<file path="config.mk">
export PLATFORM = sky130hd
export DESIGN_NAME = elevator_scheduler_flat
export DESIGN_NICKNAME = d
export VERILOG_FILES = /design/src/rtl/elevator_scheduler_if.sv /design/src/rtl/elevator_scheduler.sv /design/src/flat_wrapper.sv
export SDC_FILE = /design/constraint.sdc
export NUM_CORES = 1
export LEC_CHECK = 0
export BUFFER_PORTS_ARGS = -buffer_cell sky130_fd_sc_hd__buf_4
export CORE_ASPECT_RATIO = 0.8
export CORE_MARGIN = 1
export CORE_UTILIZATION = 60
export DETAILED_ROUTE_END_ITERATION = 8
export PLACE_DENSITY = 0.83
export SLEW_MARGIN = 25
export SYNTH_ARGS = -nofsm -noshare
export SYNTH_HDL_FRONTEND = slang
export SYNTH_SLANG_ARGS = --single-unit
</file>
<file path="constraint.sdc">
create_clock -name clk_in -period 3.8 [get_ports clk_in]
set_input_delay 0.19 -clock clk_in [delete_from_list [all_inputs] [get_ports clk_in]]
set_output_delay 0.19 -clock clk_in [all_outputs]
set_load 0.005 [all_outputs]
</file>
<file path="src/rtl/elevator_scheduler_if.sv">
// Call-button and indicator bundle for the elevator car scheduler.
// The scheduler takes the slave side; call-button logic takes the master side.
interface elevator_scheduler_if #(
  parameter int FLOORS = 4,
  parameter int FW     = 2
);
  logic [FLOORS-1:0] call_req;
  logic [FLOORS-1:0] pending;
  logic [FW-1:0]     cur_floor;
  logic              moving_up;
  logic              moving_down;
  logic              door_open;
  logic              busy;

  modport master (
    output call_req,
    input  pending, cur_floor, moving_up, moving_down, door_open, busy
  );

  modport slave (
    input  call_req,
    output pending, cur_floor, moving_up, moving_down, door_open, busy
  );
endinterface

</file>
<file path="src/rtl/elevator_scheduler.sv">
// SCAN car-motion scheduler: latches floor calls, picks direction, and times
// floor travel and door dwell in ticks of the divided clock.
module elevator_scheduler #(
  parameter int FLOORS       = 4,
  parameter int FW           = 2,
  parameter int TRAVEL_TICKS = 3,
  parameter int DOOR_TICKS   = 5
) (
  input  logic clk_in,
  input  logic rst,
  input  logic divided_clk,
  elevator_scheduler_if.slave bus
);

  localparam int MAXT = (TRAVEL_TICKS > DOOR_TICKS) ? TRAVEL_TICKS : DOOR_TICKS;
  localparam int TW   = (MAXT > 1) ? $clog2(MAXT) : 1;
  localparam logic [TW-1:0] TRAVEL_LAST = TW'(TRAVEL_TICKS - 1);
  localparam logic [TW-1:0] DOOR_LAST   = TW'(DOOR_TICKS - 1);
  localparam logic [FW:0]   ONE_EXT     = (FW+1)'(1);

  typedef enum logic [1:0] {
    IDLE      = 2'd0,
    MOVE_UP   = 2'd1,
    MOVE_DOWN = 2'd2,
    DOOR_OPEN = 2'd3
  } state_t;

  state_t            state_reg, state_next;
  logic              dir_reg, dir_next;
  logic [FW-1:0]     floor_reg, floor_next;
  logic [FLOORS-1:0] pending_reg, pending_next;
  logic [TW-1:0]     tcnt_reg, tcnt_next;
  logic              div_q_reg;

  logic              tick;
  logic [FW:0]       cur_ext;
  logic [FLOORS-1:0] cur_hot, above_vec, below_vec;
  logic [FLOORS-1:0] up_hit_vec, beyond_up_vec, dn_hit_vec, beyond_dn_vec;
  logic [FLOORS-1:0] clr_mask, recall_mask;
  logic              above, below, here, recall;
  logic              at_top, at_bottom, travel_end, door_end;

  assign tick    = divided_clk & ~div_q_reg;
  assign cur_ext = {1'b0, floor_reg};

  // Per-floor relations to the current floor and to the next floor in each direction.
  generate
    for (genvar gi = 0; gi < FLOORS; gi++) begin : g_floor
      localparam logic [FW:0] IDX = (FW+1)'(gi);
      assign cur_hot[gi]       = (IDX == cur_ext);
      assign above_vec[gi]     = pending_reg[gi] && (IDX > cur_ext);
      assign below_vec[gi]     = pending_reg[gi] && (IDX < cur_ext);
      assign up_hit_vec[gi]    = pending_reg[gi] && (IDX == cur_ext + ONE_EXT);
      assign beyond_up_vec[gi] = pending_reg[gi] && (IDX > cur_ext + ONE_EXT);
      assign dn_hit_vec[gi]    = pending_reg[gi] && (IDX + ONE_EXT == cur_ext);
      assign beyond_dn_vec[gi] = pending_reg[gi] && (IDX + ONE_EXT < cur_ext);
    end
  endgenerate

  assign above      = |above_vec;
  assign below      = |below_vec;
  assign here       = |(pending_reg & cur_hot);
  assign at_top     = (floor_reg == FW'(FLOORS - 1));
  assign at_bottom  = (floor_reg == '0);
  assign travel_end = tick && (tcnt_reg == TRAVEL_LAST);
  assign door_end   = tick && (tcnt_reg == DOOR_LAST);

  // A call for the floor the door is already open at extends the dwell instead of latching.
  assign recall_mask = (state_reg == DOOR_OPEN) ? cur_hot : '0;
  assign recall      = |(bus.call_req & recall_mask);

  always_comb begin
    state_next = state_reg;
    dir_next   = dir_reg;
    floor_next = floor_reg;
    clr_mask   = '0;
    tcnt_next  = tick ? tcnt_reg + TW'(1) : tcnt_reg;
    case (state_reg)
      IDLE: begin
        tcnt_next = '0;
        if (here) begin
          state_next = DOOR_OPEN;
          clr_mask   = cur_hot;
        end else if (dir_reg) begin
          if (above) begin
            state_next = MOVE_UP;
            dir_next   = 1'b1;
          end else if (below) begin
            state_next = MOVE_DOWN;
            dir_next   = 1'b0;
          end
        end else begin
          if (below) begin
            state_next = MOVE_DOWN;
            dir_next   = 1'b0;
          end else if (above) begin
            state_next = MOVE_UP;
            dir_next   = 1'b1;
          end
        end
      end
      MOVE_UP: begin
        if (travel_end) begin
          tcnt_next = '0;
          if (!at_top) floor_next = floor_reg + FW'(1);
          if (|up_hit_vec) begin
            state_next = DOOR_OPEN;
            clr_mask   = up_hit_vec;
          end else if (!(|beyond_up_vec)) begin
            state_next = IDLE;
          end
        end
      end
      MOVE_DOWN: begin
        if (travel_end) begin
          tcnt_next = '0;
          if (!at_bottom) floor_next = floor_reg - FW'(1);
          if (|dn_hit_vec) begin
            state_next = DOOR_OPEN;
            clr_mask   = dn_hit_vec;
          end else if (!(|beyond_dn_vec)) begin
            state_next = IDLE;
          end
        end
      end
      DOOR_OPEN: begin
        if (recall) begin
          tcnt_next = '0;
        end else if (door_end) begin
          tcnt_next  = '0;
          state_next = IDLE;
        end
      end
      default: begin
        state_next = IDLE;
        tcnt_next  = '0;
      end
    endcase
    // Clear is applied last so a same-edge call to a served floor is absorbed.
    pending_next = (pending_reg | (bus.call_req & ~recall_mask)) & ~clr_mask;
  end

  always_ff @(posedge clk_in or posedge rst) begin
    if (rst) begin
      state_reg   <= IDLE;
      dir_reg     <= 1'b1;
      floor_reg   <= '0;
      pending_reg <= '0;
      tcnt_reg    <= '0;
      div_q_reg   <= 1'b0;
    end else begin
      state_reg   <= state_next;
      dir_reg     <= dir_next;
      floor_reg   <= floor_next;
      pending_reg <= pending_next;
      tcnt_reg    <= tcnt_next;
      div_q_reg   <= divided_clk;
    end
  end

  assign bus.pending     = pending_reg;
  assign bus.cur_floor   = floor_reg;
  assign bus.moving_up   = (state_reg == MOVE_UP);
  assign bus.moving_down = (state_reg == MOVE_DOWN);
  assign bus.door_open   = (state_reg == DOOR_OPEN);
  assign bus.busy        = (state_reg != IDLE) || (pending_reg != '0);

endmodule

</file>
<file path="src/flat_wrapper.sv">
// flat-port wrapper written by rule: the top's interface ports become plain ports
module elevator_scheduler_flat 
#(
  parameter int FLOORS       = 4,
  parameter int FW           = 2,
  parameter int TRAVEL_TICKS = 3,
  parameter int DOOR_TICKS   = 5
)
  (clk_in, rst, divided_clk, bus_call_req, bus_pending, bus_cur_floor, bus_moving_up, bus_moving_down, bus_door_open, bus_busy);
  elevator_scheduler_if #(.FLOORS(FLOORS), .FW(FW)) bus_i ();
  input  logic clk_in;
  input  logic rst;
  input  logic divided_clk;
  input wire logic [$bits(bus_i.call_req)-1:0] bus_call_req;
  output wire logic [$bits(bus_i.pending)-1:0] bus_pending;
  output wire logic [$bits(bus_i.cur_floor)-1:0] bus_cur_floor;
  output wire logic [$bits(bus_i.moving_up)-1:0] bus_moving_up;
  output wire logic [$bits(bus_i.moving_down)-1:0] bus_moving_down;
  output wire logic [$bits(bus_i.door_open)-1:0] bus_door_open;
  output wire logic [$bits(bus_i.busy)-1:0] bus_busy;
  assign bus_i.call_req = bus_call_req;
  assign bus_pending = bus_i.pending;
  assign bus_cur_floor = bus_i.cur_floor;
  assign bus_moving_up = bus_i.moving_up;
  assign bus_moving_down = bus_i.moving_down;
  assign bus_door_open = bus_i.door_open;
  assign bus_busy = bus_i.busy;
  elevator_scheduler #(.FLOORS(FLOORS), .FW(FW), .TRAVEL_TICKS(TRAVEL_TICKS), .DOOR_TICKS(DOOR_TICKS)) u_core (.clk_in(clk_in), .rst(rst), .divided_clk(divided_clk), .bus(bus_i));
endmodule
</file>
==> results.tsv <==
metric	value	unit
outcome	finished clean	
register_area	326.6	sq um
timing.reg2reg.setup_slack	1.63	ns
globalRouteMet1Util	0.4053	
post-route-period-util	0.5704	
final_max_slew_viol_count	0	
final.setup.worst_slack	1.633	ns
timing.setup.tns	0	ns
drt_first_pass_iters	5	
crit_top_cell	sky130_fd_sc_hd__inv_1	
grt_pass1_wl	4215	microns
reg2regPathDepth	7	
post_cts_resize_count	0	
path_class	reg -> reg	
hold_viol	0	
vias	1027	
synth_top_area_cell	sky130_fd_sc_hd__dfrtp_1	
synthToLayoutAreaGrowth	11.34	%
design.core.area	1708	sq um
initial_utilization	0.6784	
place.gp.congestion	0.9400	
number_of_warnings_printed_during_yosys_synthesis	0	
critPathLaunchType	register	
netlist-cell-type-count	40	
final.fill_count	125	
grtUsageMet2	0.4507	
die_height	41.31	microns
multiInputGateArea	738.2	sq um
routedWlPerCell	16.73	microns
first_global_vias	875	
cts-buffers-inserted	3	
chipWidth	51.13	microns
dp_hpwl	1941	microns
clk_transition_reported_paths	0.08	ns
ctsLongestPathBuffers	2	
yosys-top-cells-area	sky130_fd_sc_hd__dfrtp_1 (26%), sky130_fd_sc_hd__ha_1 (16%), sky130_fd_sc_hd__a21oi_1 (4.3%), sky130_fd_sc_hd__a22o_1 (3.8%), sky130_fd_sc_hd__inv_1 (3.6%)	
hold_path_endpoint	u_core.div_q_reg	
drt_wl_total	2727	microns
postSynth.topFlopCell	sky130_fd_sc_hd__dfrtp_1	
clock-sinks	13	
fmax	461.4	MHz
most_frequent_cell_after_synthesis	sky130_fd_sc_hd__ha_1	
grtUsageMet3	0.06522	
post_synth.cell_area_avg	9.195	sq um
hold_path_class	in -> reg	
final_period_minus_worst_setup_slack	2.167	ns
crit_required	3.96	ns
max_stage_delay	0.48	ns
vdd_drop_max	708.9	uV
hold_slack	0.03201	ns
tritoncts_clock_tree	yes	
synthesis.instances	126	
synth_edf_count	0	
rsz0062_at_grt	no	
cts_hold_repair.buffers	1	
placement_rows	13	
max_cap_violations	0	
element_type_at_the_critical_path_end	register	
netlist.area_leader.share	0.2592	
ys_ff_latch	13	
insertion_delay_to_the_later_sink_of_the_worst_skew_pair	0.28	ns
worst-path-buf-inv	2	
critical_path_at	2.33	ns
path_delay_family	compound AO/OA/AOI/OAI gates	
p_per_area	869.8	nW/um^2
nets	164	
routed_via_density	6.301	
crit_fanout	9	
worstMarginPinSlew	0.5381	ns
drc	0	
grt_total_ovfl	0	
grt_most_used_layer	met2	
post-cts-setup-buffer-count	0	
grt_use_total	0.2908	
critical_path.reg2reg.endpoint	u_core.state_reg[1]	
crit_path_cell_trace	inv_1 > ha_1 > a222oi_1 > inv_1 > a221o_1 > a21bo_4 > mux2i_1	
num_antenna_cells	0	
worst_slew_margin_rel	0.6409	
ctsHtreeMaxLevel	1	
finalSetupViolations	0	
largest_reg_flops	4	
synth_top_cells_by_count	sky130_fd_sc_hd__ha_1 (15), sky130_fd_sc_hd__dfrtp_1 (12), sky130_fd_sc_hd__inv_1 (11)	
synth.cell_area	1159	sq um
worstHoldPathCells	1	
worst_setup_slack_post_dpl	1.683	ns
slowest_cell_on_crit_path	sky130_fd_sc_hd__dfrtp_1	
die_area	2112	sq um
detail_route_antenna_nets	0	
dr.first_iter.drc_count	125	
synth.net_count	148	
synth-async-reset-ratio	1.000	
root_buffer	sky130_fd_sc_hd__clkbuf_4	
grt_antenna_before_repair	0	
design.portCount	17	
holdCritStartpoint	divided_clk	
power_leakage	0.5871	nW
grt_max_degree	14	
rr_startpoint	u_core.bus.cur_floor[1]	
drive_gt1_frac	0.1915	
clock_skew	0.004377	ns
numPortBuffers	16	
synth_seq_area_share	0.2819	
==> area by class of cell <==
cell class | count | area share
tap | 22 | 0.02134
inverter | 11 | 0.03201
timing repair buffer | 17 | 0.1009
clock buffer | 4 | 0.02037
multi-input combinational | 96 | 0.5723
sequential | 13 | 0.2532
==> metrics by stage <==
step                instance area [sq um]  utilization  std cells  total power, mW
detailed placement                   1254       0.7341        158            1.014
floorplan                            1159            -        126           0.8480
finish                               1290       0.7553        163            1.122
global route                         1290       0.7553        163            1.213
global placement                     1254       0.7341        158            1.003
CTS                                  1290       0.7553        163            1.107
==> report_power, final <==
part / total (mW) / switching [mW] / internal [mW]
clock: 0.0881 / 0.0474 / 0.0407
sequential: 0.282 / 0.0895 / 0.193
combinational: 0.752 / 0.404 / 0.348
==> placed cells by master (no fill, tap or decap), types with 2 or more instances in the layout <==
cell type and count:
sky130_fd_sc_hd__clkbuf_4 3, sky130_fd_sc_hd__xnor2_1 3, sky130_fd_sc_hd__a222oi_1 2, sky130_fd_sc_hd__o21ai_0 2, sky130_fd_sc_hd__and2_1 2, sky130_fd_sc_hd__a22oi_1 3, sky130_fd_sc_hd__a21oi_1 10, sky130_fd_sc_hd__nand3_1 3
sky130_fd_sc_hd__nor2_1 9, sky130_fd_sc_hd__dfrtp_1 12, sky130_fd_sc_hd__inv_1 11, sky130_fd_sc_hd__ha_1 15, sky130_fd_sc_hd__nor2b_1 5, sky130_fd_sc_hd__nand4_1 2, sky130_fd_sc_hd__buf_4 16, sky130_fd_sc_hd__nand2_1 10
sky130_fd_sc_hd__a221o_2 2, sky130_fd_sc_hd__a32oi_1 2, sky130_fd_sc_hd__mux2i_1 3, sky130_fd_sc_hd__a22o_1 5, sky130_fd_sc_hd__o21ai_1 2
==> routing by layer <==
metal  part of all wire  up-vias
met1               0.44      454
met4              0.021        0
met5                  0        -
met2               0.43       75
li1                   -      488
met3               0.11       10
==> logic make-up after synthesis <==
kind of cell | Yosys count | share of synthesized area
multiplexers | 3 | 0.02592
flip-flops | 13 | 0.2819
AO/OA/AOI/OAI | 36 | 0.2473
buffers and inverters | 17 | 0.08099
adder cells (fa/ha/maj) | 15 | 0.1620
XOR/XNOR | 4 | 0.03024
AND/OR/NAND/NOR | 38 | 0.1717
==> worst max path at each step <==
stage	start	slack (ns)	depth (start not counted)	to
floorplan	u_core.bus.cur_floor[1]	1.86	8	u_core.state_reg[1]
global placement	u_core.bus.cur_floor[1]	1.73	7	u_core.state_reg[1]
detailed placement	u_core.bus.cur_floor[1]	1.68	7	u_core.state_reg[1]
CTS	u_core.bus.cur_floor[1]	1.66	7	u_core.state_reg[1]
global route	u_core.bus.cur_floor[1]	1.50	7	u_core.state_reg[0]
finish	u_core.bus.cur_floor[1]	1.63	7	u_core.state_reg[1]
No activity file was read; power rests on OpenSTA's default activity.
